File: config.mk
export PLATFORM = sky130hd
export DESIGN_NAME = seq_detector_moore_param
export DESIGN_NICKNAME = d
export VERILOG_FILES = /design/src/rtl/seq_det_pkg.sv /design/src/rtl/seq_det_next_state.sv /design/src/rtl/seq_detector_moore_param.sv
export SDC_FILE = /design/constraint.sdc
export NUM_CORES = 1
export LEC_CHECK = 0
export ABC_AREA = 1
export CORE_UTILIZATION = 56
export CTS_BUF_LIST = sky130_fd_sc_hd__clkbuf_4 sky130_fd_sc_hd__clkbuf_8
export CTS_CLUSTER_SIZE = 24
export DETAILED_ROUTE_END_ITERATION = 12
export PLACE_DENSITY_LB_ADDON = 0.2
export RECOVER_POWER = 50
export SYNTH_ARGS = -nofsm -noshare
export SYNTH_HDL_FRONTEND = slang
export SYNTH_SLANG_ARGS = --single-unit
File: constraint.sdc
create_clock -name clock -period 2.4 [get_ports clock]
set_clock_uncertainty 0.15 [all_clocks]
set_input_delay 0.36 -clock clock [delete_from_list [all_inputs] [get_ports clock]]
set_output_delay 0.36 -clock clock [all_outputs]
set_load 0.05 [all_outputs]
File: src/rtl/seq_det_pkg.sv
// Shared constants and helpers for the parametrised Moore sequence detector.
//  - clog2: state-register width helper (never returns less than 1)
//  - DEF_*: default pattern length, reset pattern and counter width
//  - S0 / MATCH: state encoding, where the state is the matched prefix length
package seq_det_pkg;

   function automatic int unsigned clog2(input int unsigned value);
      int unsigned res;
      res = 0;
      for (int unsigned i = 0; i < 32; i++) begin
         if ((32'd1 << i) < value) res = i + 1;
      end
      return (res == 0) ? 1 : res;
   endfunction

   localparam int unsigned DEF_PAT_W = 4;
   localparam logic [DEF_PAT_W-1:0] DEF_PATTERN = 4'b1011;
   localparam int unsigned DEF_CNT_W = 8;

   // State value equals the matched prefix length; MATCH is the full pattern length.
   localparam int unsigned S0 = 0;
   localparam int unsigned MATCH = DEF_PAT_W;

endpackage

File: src/rtl/seq_det_next_state.sv
// Combinational next-state function of the pattern detector.
//  cur_state_i  : current matched prefix length (0..PAT_W)
//  pattern_i    : active pattern, MSB is the first bit on the wire
//  bit_i        : newly sampled serial bit
//  overlap_en_i : 0 = a full match restarts from an empty prefix
//  next_state_o : longest prefix of the pattern that is a suffix of (prefix(cur) & bit_i)
module seq_det_next_state #(
   parameter int unsigned PAT_W = 4,
   parameter int unsigned ST_W  = 3
) (
   input  logic [ST_W-1:0]  cur_state_i,
   input  logic [PAT_W-1:0] pattern_i,
   input  logic             bit_i,
   input  logic             overlap_en_i,
   output logic [ST_W-1:0]  next_state_o
);

   logic [PAT_W:0] pat_ext;
   logic [PAT_W:0] hist;
   logic [PAT_W:0] mask;
   logic [PAT_W:0] pfx;
   int unsigned    cur_len;

   assign pat_ext = {1'b0, pattern_i};

   always_comb begin
      cur_len = 32'(cur_state_i);
      if (!overlap_en_i && (cur_len == PAT_W)) cur_len = 0;

      // Bits seen so far (the current prefix) with the new bit appended, right-aligned.
      hist = ((pat_ext >> (PAT_W - cur_len)) << 1) | {{PAT_W{1'b0}}, bit_i};

      next_state_o = '0;
      mask         = '0;
      pfx          = '0;
      // Ascending k so the longest matching prefix wins.
      for (int unsigned k = 1; k <= PAT_W; k++) begin
         mask = {(PAT_W + 1){1'b1}} >> (PAT_W + 1 - k);
         pfx  = pat_ext >> (PAT_W - k);
         // k may not exceed the history length, else leading zeros could alias.
         if ((k <= cur_len + 1) && ((hist & mask) == pfx)) next_state_o = ST_W'(k);
      end
   end

endmodule

File: src/rtl/seq_detector_moore_param.sv
// Moore serial pattern detector with a programmable pattern, overlap control,
// input qualifier and saturating match counter.
//  clock, reset  : rising-edge clock, asynchronous active-high reset
//  sequence_in   : serial bit, sampled only when in_valid=1
//  pat_load      : load pat_in and restart from S0 (wins over in_valid)
//  overlap_en    : 1 = overlapping matches counted
//  clear_cnt     : synchronous clear of match_count / count_sat
//  detector_out  : high while in the MATCH state
//  match_count   : saturating count of MATCH-state entries
//  count_sat     : sticky flag, match_count reached all-ones
module seq_detector_moore_param
   import seq_det_pkg::*;
#(
   parameter int unsigned          PAT_W   = DEF_PAT_W,
   parameter logic [PAT_W-1:0]     PATTERN = DEF_PATTERN,
   parameter int unsigned          CNT_W   = DEF_CNT_W
) (
   input  logic             clock,
   input  logic             reset,
   input  logic             sequence_in,
   input  logic             in_valid,
   input  logic             pat_load,
   input  logic [PAT_W-1:0] pat_in,
   input  logic             overlap_en,
   input  logic             clear_cnt,
   output logic             detector_out,
   output logic [CNT_W-1:0] match_count,
   output logic             count_sat
);

   localparam int unsigned StW = clog2(PAT_W + 1);
   localparam logic [StW-1:0] StS0    = StW'(S0);
   localparam logic [StW-1:0] StMatch = StW'(PAT_W);

   logic [StW-1:0]   state_q, state_d, nxt_state;
   logic [PAT_W-1:0] pat_q, pat_d;
   logic [CNT_W-1:0] cnt_q, cnt_d;
   logic             sat_q, sat_d;
   logic             match_entry;

   seq_det_next_state #(
      .PAT_W (PAT_W),
      .ST_W  (StW)
   ) u_next_state (
      .cur_state_i  (state_q),
      .pattern_i    (pat_q),
      .bit_i        (sequence_in),
      .overlap_en_i (overlap_en),
      .next_state_o (nxt_state)
   );

   always_comb begin
      state_d     = state_q;
      pat_d       = pat_q;
      cnt_d       = cnt_q;
      sat_d       = sat_q;
      match_entry = 1'b0;

      if (pat_load) begin
         // The bit presented with a load is discarded.
         pat_d   = pat_in;
         state_d = StS0;
      end else if (in_valid) begin
         state_d     = nxt_state;
         match_entry = (nxt_state == StMatch);
      end

      if (clear_cnt) begin
         cnt_d = match_entry ? CNT_W'(1) : '0;
         sat_d = 1'b0;
      end else if (match_entry && !(&cnt_q)) begin
         cnt_d = cnt_q + 1'b1;
         if (&cnt_d) sat_d = 1'b1;
      end
   end

   always_ff @(posedge clock or posedge reset) begin
      if (reset) begin
         state_q <= StS0;
         pat_q   <= PATTERN;
         cnt_q   <= '0;
         sat_q   <= 1'b0;
      end else begin
         state_q <= state_d;
         pat_q   <= pat_d;
         cnt_q   <= cnt_d;
         sat_q   <= sat_d;
      end
   end

   assign detector_out = (state_q == StMatch);
   assign match_count  = cnt_q;
   assign count_sat    = sat_q;

endmodule

# --- Yosys cells after proc, flatten, opt, wreduce, memory -nomap -nowiden ---
# Cells that the tools add are included.
totals:
  regBits: 16
  elab_cells: 48
classes:
  addsub: 3
  order_cmp: 4
  eq_ne: 6
  shift: 1
  n_mux: 15
  bitwise_logic: 1
  n_reduce_logical: 14
op_table:
  columns: ["cell", "count"]
  rows:
  - ["2-bit by 32-bit <= comparator with 1-bit output, first input constant", 2]
  - ["32-bit by 1-bit adder with 32-bit output, second input constant", 1]
  - ["1-bit by 32-bit <= comparator with 1-bit output, first input constant", 1]
  - ["3-bit by 32-bit <= comparator with 1-bit output, first input constant", 1]
  - ["4-bit by 32-bit >> shifter with 3-bit output", 1]
  - ["3-bit 2-to-1 mux", 6]
  - ["8-bit 2-to-1 mux", 2]
  - ["8-bit AND reduction", 2]
  - ["8-bit by 1-bit adder with 8-bit output, second input constant", 1]
  - ["1-bit 2-to-1 mux", 7]
  - ["3-bit equality test, second input constant", 2]
  - ["1-bit logical AND", 6]
  - ["2-bit nonzero test", 3]
  - ["4-bit equality test", 1]
  - ["4-bit by 1-bit OR with 4-bit output", 1]
  - ["3-bit by 3-bit subtractor with 4-bit output, first input constant", 1]
  - ["3-bit equality test", 1]
  - ["2-bit equality test", 1]
  - ["1-bit logical NOT", 2]
  - ["2-bit AND reduction", 1]
  - ["1-bit equality test", 1]

# --- Longest topological paths before layout ---
# Gate-level depths: netlist of run 1.
logic_depth:
  word_depth: 18
  ltp_mapped: 17
  ltp_nobuf: 17

# --- Cells and area by module ---
# A second synthesis of run 1 with hierarchy kept.
hier_totals:
  hier_cells: 191
  hier_area_um2: 1357.6
by_module_without_submodules:
  columns: ["module", "n_inst", "cells_each", "area_each_um2"]
  rows:
  - ["seq_detector_moore_param", 1, 108, 862.1]
  - ["seq_det_next_state", 1, 83, 495.5]

# --- Worst setup path before layout of run 1 ---
# OpenSTA, ideal clock, no wires.
synth_timing:
  path_type: "flip-flop to flip-flop"
  start: "register state_q[0]"
  end: "register cnt_q[4], in the netlist match_count[4]"
  arrival_ns: 1.988
  t_required_ns: 2.183
  slack_ns: 0.195
  path_stages_with_launch: 17
  synth_period_minus_slack_ns: 2.205
  cell_sequence: "dfrtp_1 > inv_2 > ha_1 > inv_1 > o21ai_1 > nand2_1 > nand2_2 > inv_2 > nand3_2 > nand2_2 > nand2_2 > nand2_2 > nor2_4 > nand3_4 > nand2_4 > nand2_1 > nand2_1"
synth_via:
  elab_chain_len: 16
synth_rtl:
  columns: ["element", "line", "rtl"]
  rows:
  - ["start, declared", "seq_detector_moore_param.sv:35", "logic [StW-1:0] state_q, state_d, nxt_state;"]
  - ["start signal, assigned", "seq_detector_moore_param.sv:79", "state_q <= StS0;"]
  - ["start signal, assigned", "seq_detector_moore_param.sv:84", "state_q <= state_d;"]
  - ["3-bit equality test", "seq_det_next_state.sv:28", "if (!overlap_en_i && (cur_len == PAT_W)) cur_len = 0;"]
  - ["1-bit logical AND", "seq_det_next_state.sv:28", null]
  - ["3-bit 2-to-1 mux (*)", "seq_det_next_state.sv:28", null]
  - ["branches (longest 7 deep; another with 32-bit by 1-bit adder with 32-bit output)", null, null]
  - ["3-bit 2-to-1 mux (*)", "seq_det_next_state.sv:41", "if ((k <= cur_len + 1) && ((hist & mask) == pfx)) next_state_o = ST_W'(k);"]
  - ["3-bit equality test (*)", "seq_detector_moore_param.sv:65", "match_entry = (nxt_state == StMatch);"]
  - ["1-bit 2-to-1 mux (*)", "seq_detector_moore_param.sv:63", "end else if (in_valid) begin"]
  - ["1-bit 2-to-1 mux (*)", "seq_detector_moore_param.sv:59", "if (pat_load) begin"]
  - ["1-bit logical AND (*)", "seq_detector_moore_param.sv:71", "end else if (match_entry && !(&cnt_q)) begin"]
  - ["2-bit nonzero test (no line) (*)", null, null]
  - ["end signal, assigned", "seq_detector_moore_param.sv:86", "cnt_q <= cnt_d;"]
  - ["end, declared", "seq_detector_moore_param.sv:37", "logic [CNT_W-1:0] cnt_q, cnt_d;"]
# Mark *: on every way between the ends.
# A chain may end at the register's enable or synchronous reset.

# --- Worst setup path in the final report of run 1 ---
layout_timing:
  start: "register state_q[1]"
  end: "register cnt_q[0], in the netlist match_count[0]"
layout_via:
  elab_chain_len: 16
layout_rtl:
  columns: ["element", "line"]
  rows:
  - ["3-bit equality test", "seq_det_next_state.sv:28"]
  - ["1-bit logical AND", "seq_det_next_state.sv:28"]
  - ["3-bit 2-to-1 mux (*)", "seq_det_next_state.sv:28"]
  - ["branches (longest 7 deep; another with 32-bit by 1-bit adder with 32-bit output)", null]
  - ["3-bit 2-to-1 mux (*)", "seq_det_next_state.sv:41"]
  - ["3-bit equality test (*)", "seq_detector_moore_param.sv:65"]
  - ["1-bit 2-to-1 mux (*)", "seq_detector_moore_param.sv:63"]
  - ["1-bit 2-to-1 mux (*)", "seq_detector_moore_param.sv:59"]
  - ["1-bit 2-to-1 mux / 1-bit logical AND (equally long branches)", "seq_detector_moore_param.sv:69, seq_detector_moore_param.sv:71"]
  - ["8-bit 2-to-1 mux / 2-bit nonzero test (equally long branches)", null]
# Marked as above.

==> results.yml, run 1 <==
floorplan:
  die_h_um: 51.5
  die_x_um: 51.5
  fp-row-count: 17
  die_area_sq_um: 2660
  io_pins: 21
  core_area_sq_um: 2250
  initial_utilization: 0.609
timing:
  relSlewSlack: 0.590
  setup_violations: 0
  period_minus_slack_ns: 2.29
  hold_viol: 0
  period_share: 0.953
  rsz0062_at_grt: "true"
  fmax_mhz: 437
  worst_pin_slew_ns: 0.615
  slew_violations: 0
synthesis:
  yosysWarnings: 0
  synth_ff_type: "dfrtp_1"
  synth_edf_count: 0
  synthArstFlopShare: 1.00
  synth_seq_cells: 16
  avgSynthCellArea_sq_um: 7.59
  ys_seq_area_frac: 0.294
  mappedNetlistArea_sq_um: 1370
  synth_cell_types: 30
  synthCells: 181
  syn_nets: 199
grt:
  overflow: 0
  grt_max_degree: 17
  antenna_found_initial: 0
  grt_pass1_vias: 1124
  grt_pass1_wl_um: 4730
  grt_usage: 0.241
clocking:
  clkTransAtPathRegs_ns: 0.10
  cts_root_buf: "clkbuf_4"
  max-clock-path-buffers: 2
  insertion_delay_ns: 0.29
  h-tree-depth: 1
  holdBufCountCts: 0
  cts.sinks: 16
  cts_buffers: 3
  cts_tree: "done"
routing:
  vias: 1292
  antenna_left: 0
  drt_iter0_markers: 58
  routed_wl_um: 3180
  wire_per_inst_um: 13.2
  drcViolationCount: 0
  firstDrtPassIters: 6
  viasPerCell: 5.38
final_layout:
  antenna_cells: 0
  final_common_cell: "nand2_1"
  final_layout_size_suffix_gt1_frac: 0.231
  syn_to_final_growth_pct: 23.8
  most-common-layout-cells: "nand2_1, clkdlybuf4s50_1, inv_1, nand3_1, dfrtp_1"
  finalInstanceArea_sq_um: 1700
  fin_nets: 231
setup_path:
  slowest_delay_ns: 0.42
  critPathSlowestCell: "dfrtp_1"
  crit_path_cell_trace: "inv_2 > ha_4 > nand3_2 > nand2_2 > nand3_2 > nand2_2 > nand2_2 > nand2_1 > nand2_1 > nor2_2 > nand2_2 > nor2_4 > nand3_4 > nand2_4 > nand2_1 > nand2_1"
  setup.worst_path.end_class: "flip-flop"
  critical_path_arrival_ns: 2.37
  start_kind: "flip-flop"
  critPathRequiredTime_ns: 2.48
  critPathKind: "reg -> reg"
  worstPathMaxFanout: 7
  r2r_cells: 16
  crit_path_start: "state_q[1]"
  worst_r2r_startpoint: "state_q[1]"
power:
  irDropWorstVdd_uv: 378
  p_per_area_nw_per_um2: 436
  p_leak_nw: 0.811
  fin_total_pwr_mw: 0.741
placement:
  port-buffer-count: 20
  hpwl_um: 2250
  gp_congestion: 0.875
  placed_area_sq_um: 1570
hold_path:
  whs_path_depth: 2
  hold_class: "reg -> reg"
  hp-start: "count_sat"
outcome:
  status: "finished clean"
job:
  drv_cap: 0
per-layer routing:
metal,global-route usage,vias up,wire [um]
met5,0,-,0
met3,0.0263,7,84
met4,0.0811,0,48
met2,0.461,32,1650
li1,-,648,-
met1,0.273,605,1400
timing repair:
| action | in CTS | in global routing |
|---|---|---|
| gates resized for setup | 0 | 7 |
| endpoints found under the setup margin | 0 | 11 |
| setup buffers | 0 | 7 |
sequential cells by signal, summed over array words and instances, names as in the netlist:
signal	flops
match_count	8
pat_q	4
state_q	3
count_sat	1
layout make-up:
cell class / count / area [sq um]
Fill cell: 164 / 554
Multi-Input combinational cell: 140 / 862
Sequential cell: 16 / 404
Timing Repair Buffer: 31 / 284
Inverter: 21 / 78.8
Tap cell: 28 / 35.0
Clock buffer: 4 / 36.3
report_power, final:
group,switching (mW),internal [mW]
sequential,0.0220,0.288
combinational,0.144,0.104
clock,0.0913,0.0925
metrics by stage:
step	hold WS (ns)	worst slack [ns]	setup TNS, ns	util	std cells
after floorplan	0.122	0.195	0	-	181
after CTS	0.296	0.0454	0	0.712	232
after global placement	0.356	-0.0456	-0.257	0.696	228
after detailed placement	0.365	-0.0636	-0.380	0.696	228
after global routing	0.400	-0.0736	-0.491	0.754	240
final	0.375	0.113	0	0.754	240
Yosys cell counts (3+ instances only):
master | number | area share
a21oi_1 | 3 | 0.011
inv_1 | 18 | 0.049
xnor2_1 | 5 | 0.032
nand3_1 | 17 | 0.062
dfrtp_1 | 13 | 0.24
inv_2 | 3 | 0.0082
nand3b_1 | 3 | 0.016
ha_1 | 7 | 0.064
nand4_1 | 6 | 0.027
xor2_1 | 5 | 0.032
nor2_1 | 12 | 0.033
nand2_2 | 9 | 0.041
nand3_2 | 5 | 0.036
o21ai_0 | 9 | 0.033
nand2_1 | 46 | 0.13
dfstp_2 | 3 | 0.057
kinds of logic after synthesis:
family	Yosys count	synth area share
AOI/OAI and AO/OA	14	0.0537
xor gates and xnor gates	10	0.0637
adders and majority gates	7	0.0637
buffers and inverters	26	0.107
DFF	16	0.294
muxes	1	0.00820
and+or+nand+nor	107	0.410
worst max-delay path: cells and delay by family, from the launching register on:
kind | cells | cell delay (ns)
adder cells (fa/ha/maj) | 1 | 0.16
buffers and inverters | 1 | 0.10
flip-flops | 1 | 0.42
AND/OR/NAND/NOR | 14 | 1.42
final timing paths:
check	to	slack, ns
worst max-delay path	match_count[0]	0.11
worst min-delay path	count_sat	0.37
worst max register to register	match_count[0]	0.11
worst min register to register	count_sat	0.37
max in group asynchronous	state_q[2]	1.29
min in group asynchronous	match_count[4]	0.41
(Power assumes the default switching activity.)
==> inputs of run 2 (changes only) <==
- SKIP_CTS_REPAIR_TIMING: default -> 1
==> results of run 2 <==
No change in the layout: final DEF, timing and power equal those of run 1.
==> inputs of run 3 (changes only) <==
- CTS_CLUSTER_DIAMETER: default -> 200
- clock period: 2.4 -> 2.2 ns (I/O delays scaled with it)
==> results.yml, run 3 (synthesis results as in run 1) <==
timing:
  setup_slack_ns: -0.0789
  rsz0062_at_grt: "true"
  worst_pin_slew_ns: 0.610
  period_minus_slack_ns: 2.28
  slew_violations: 0
  hold_viol: 0
  relSlewSlack: 0.593
  setup_violations: 11
  whs_ns: 0.376
  setup-tns-final_ns: -0.613
  period_share: 1.04
  fmax_mhz: 439
clocking:
  insertion_delay_ns: 0.27
  max-clock-path-buffers: 2
  clkTransAtPathRegs_ns: 0.09
  cts.sinks: 16
  cts_buffers: 3
  cts_root_buf: "clkbuf_4"
  cts_tree: "done"
  h-tree-depth: 1
final_layout:
  finalInstanceArea_sq_um: 1800
  syn_to_final_growth_pct: 31.1
  final_layout_size_suffix_gt1_frac: 0.249
  fin_nets: 236
  postLayoutCoreUtil: 0.799
  most-common-layout-cells: "nand2_1, clkdlybuf4s50_1, inv_1"
  final_common_cell: "nand2_1"
  fin_cells: 245
  largest_register_ffs: 8
  antenna_cells: 0
setup_path:
  crit_top_cell: "nand3_4"
  setup.worst_path.end_class: "flip-flop"
  crit_path_cell_trace: "clkdlybuf4s50_1 > inv_1 > nand3_4 > nand2_4 > o21ai_0 > nand3_4 > nand3_4 > nand2_2 > nor2_4 > buf_4 > nand3_4 > nand3_1 > nand2_1"
  critPathRequiredTime_ns: 2.22
  slowest_delay_ns: 0.50
  critical_path_arrival_ns: 2.30
  cp_num_buf_inv: 3
  start_kind: "input port"
  critPathSlowestCell: "clkdlybuf4s50_1"
  critPathKind: "in -> reg"
  worstPathMaxFanout: 5
  cp_top_family: "simple AND/OR/NAND/NOR gates"
grt:
  grt_pass1_wl_um: 4890
  grt_pass1_vias: 1207
  overflow: 0
  grt_usage: 0.246
  antenna_found_initial: 0
  grt_max_degree: 17
floorplan:
  core_area_sq_um: 2250
  die_h_um: 51.5
  die_x_um: 51.5
  die_area_sq_um: 2660
  initial_utilization: 0.609
  fp-row-count: 17
  io_pins: 21
placement:
  port-buffer-count: 20
  dp_slack_ns: -0.179
  hpwl_um: 2330
  gp_congestion: 0.884
  placedCellCount: 236
  placed_area_sq_um: 1640
hold_path:
  hold_class: "reg -> reg"
outcome:
  violations: "negative setup slack"
  status: "finished, violations left"
power:
  fin_total_pwr_mw: 0.800
  p_leak_nw: 0.846
  p_per_area_nw_per_um2: 444
  irDropWorstVdd_uv: 407
routing:
  viasPerCell: 5.36
  vias: 1313
  wl_met1_um: 1420
  firstDrtPassIters: 4
  wl_met3_um: 89
  antenna_left: 0
  drcViolationCount: 0
  top_layer: "met4"
  wire_per_inst_um: 13.8
  routed_wl_um: 3370
  drt_iter0_markers: 43
  met2_length_um: 1830
job:
  drv_cap: 0
==> run 3: tightest hold or removal path, stage by stage, from the launching register on <==
cell     delay (ns)
dfrtp_1        0.39
inv_1          0.05
a21oi_1        0.05
==> run 3: cell type report <==
class	instances	area (sq um)
clock buffers	4	30.0
fillers	166	453
inverters	21	78.8
multi-input cells	140	920
flip-flops and latches	16	404
well taps	28	35.0
repair buffers	36	334
==> run 3: where the power goes <==
part           switching (mW)  internal [mW]  total [mW]
sequential             0.0256          0.314       0.340
clock                  0.0860         0.0825       0.169
combinational           0.168          0.124       0.292
total                   0.280          0.521       0.800
==> run 3: final timing paths <==
path | start | to | slack, ns | cells after the start
max | overlap_en | match_count[6] | -0.08 | 13
min | count_sat | count_sat | 0.38 | 2
max reg2reg | state_q[1] | match_count[6] | -0.04 | 13
min reg2reg | count_sat | count_sat | 0.38 | 2
max in group asynchronous | reset | match_count[0] | 1.10 | 2
min in group asynchronous | reset | match_count[2] | 0.41 | 2
==> run 3: per-layer routing <==
metal | track usage | up-vias
li1 | - | 654
met1 | 0.286 | 625
met2 | 0.465 | 30
met3 | 0.0234 | 4
met4 | 0.0811 | 0
met5 | 0 | -
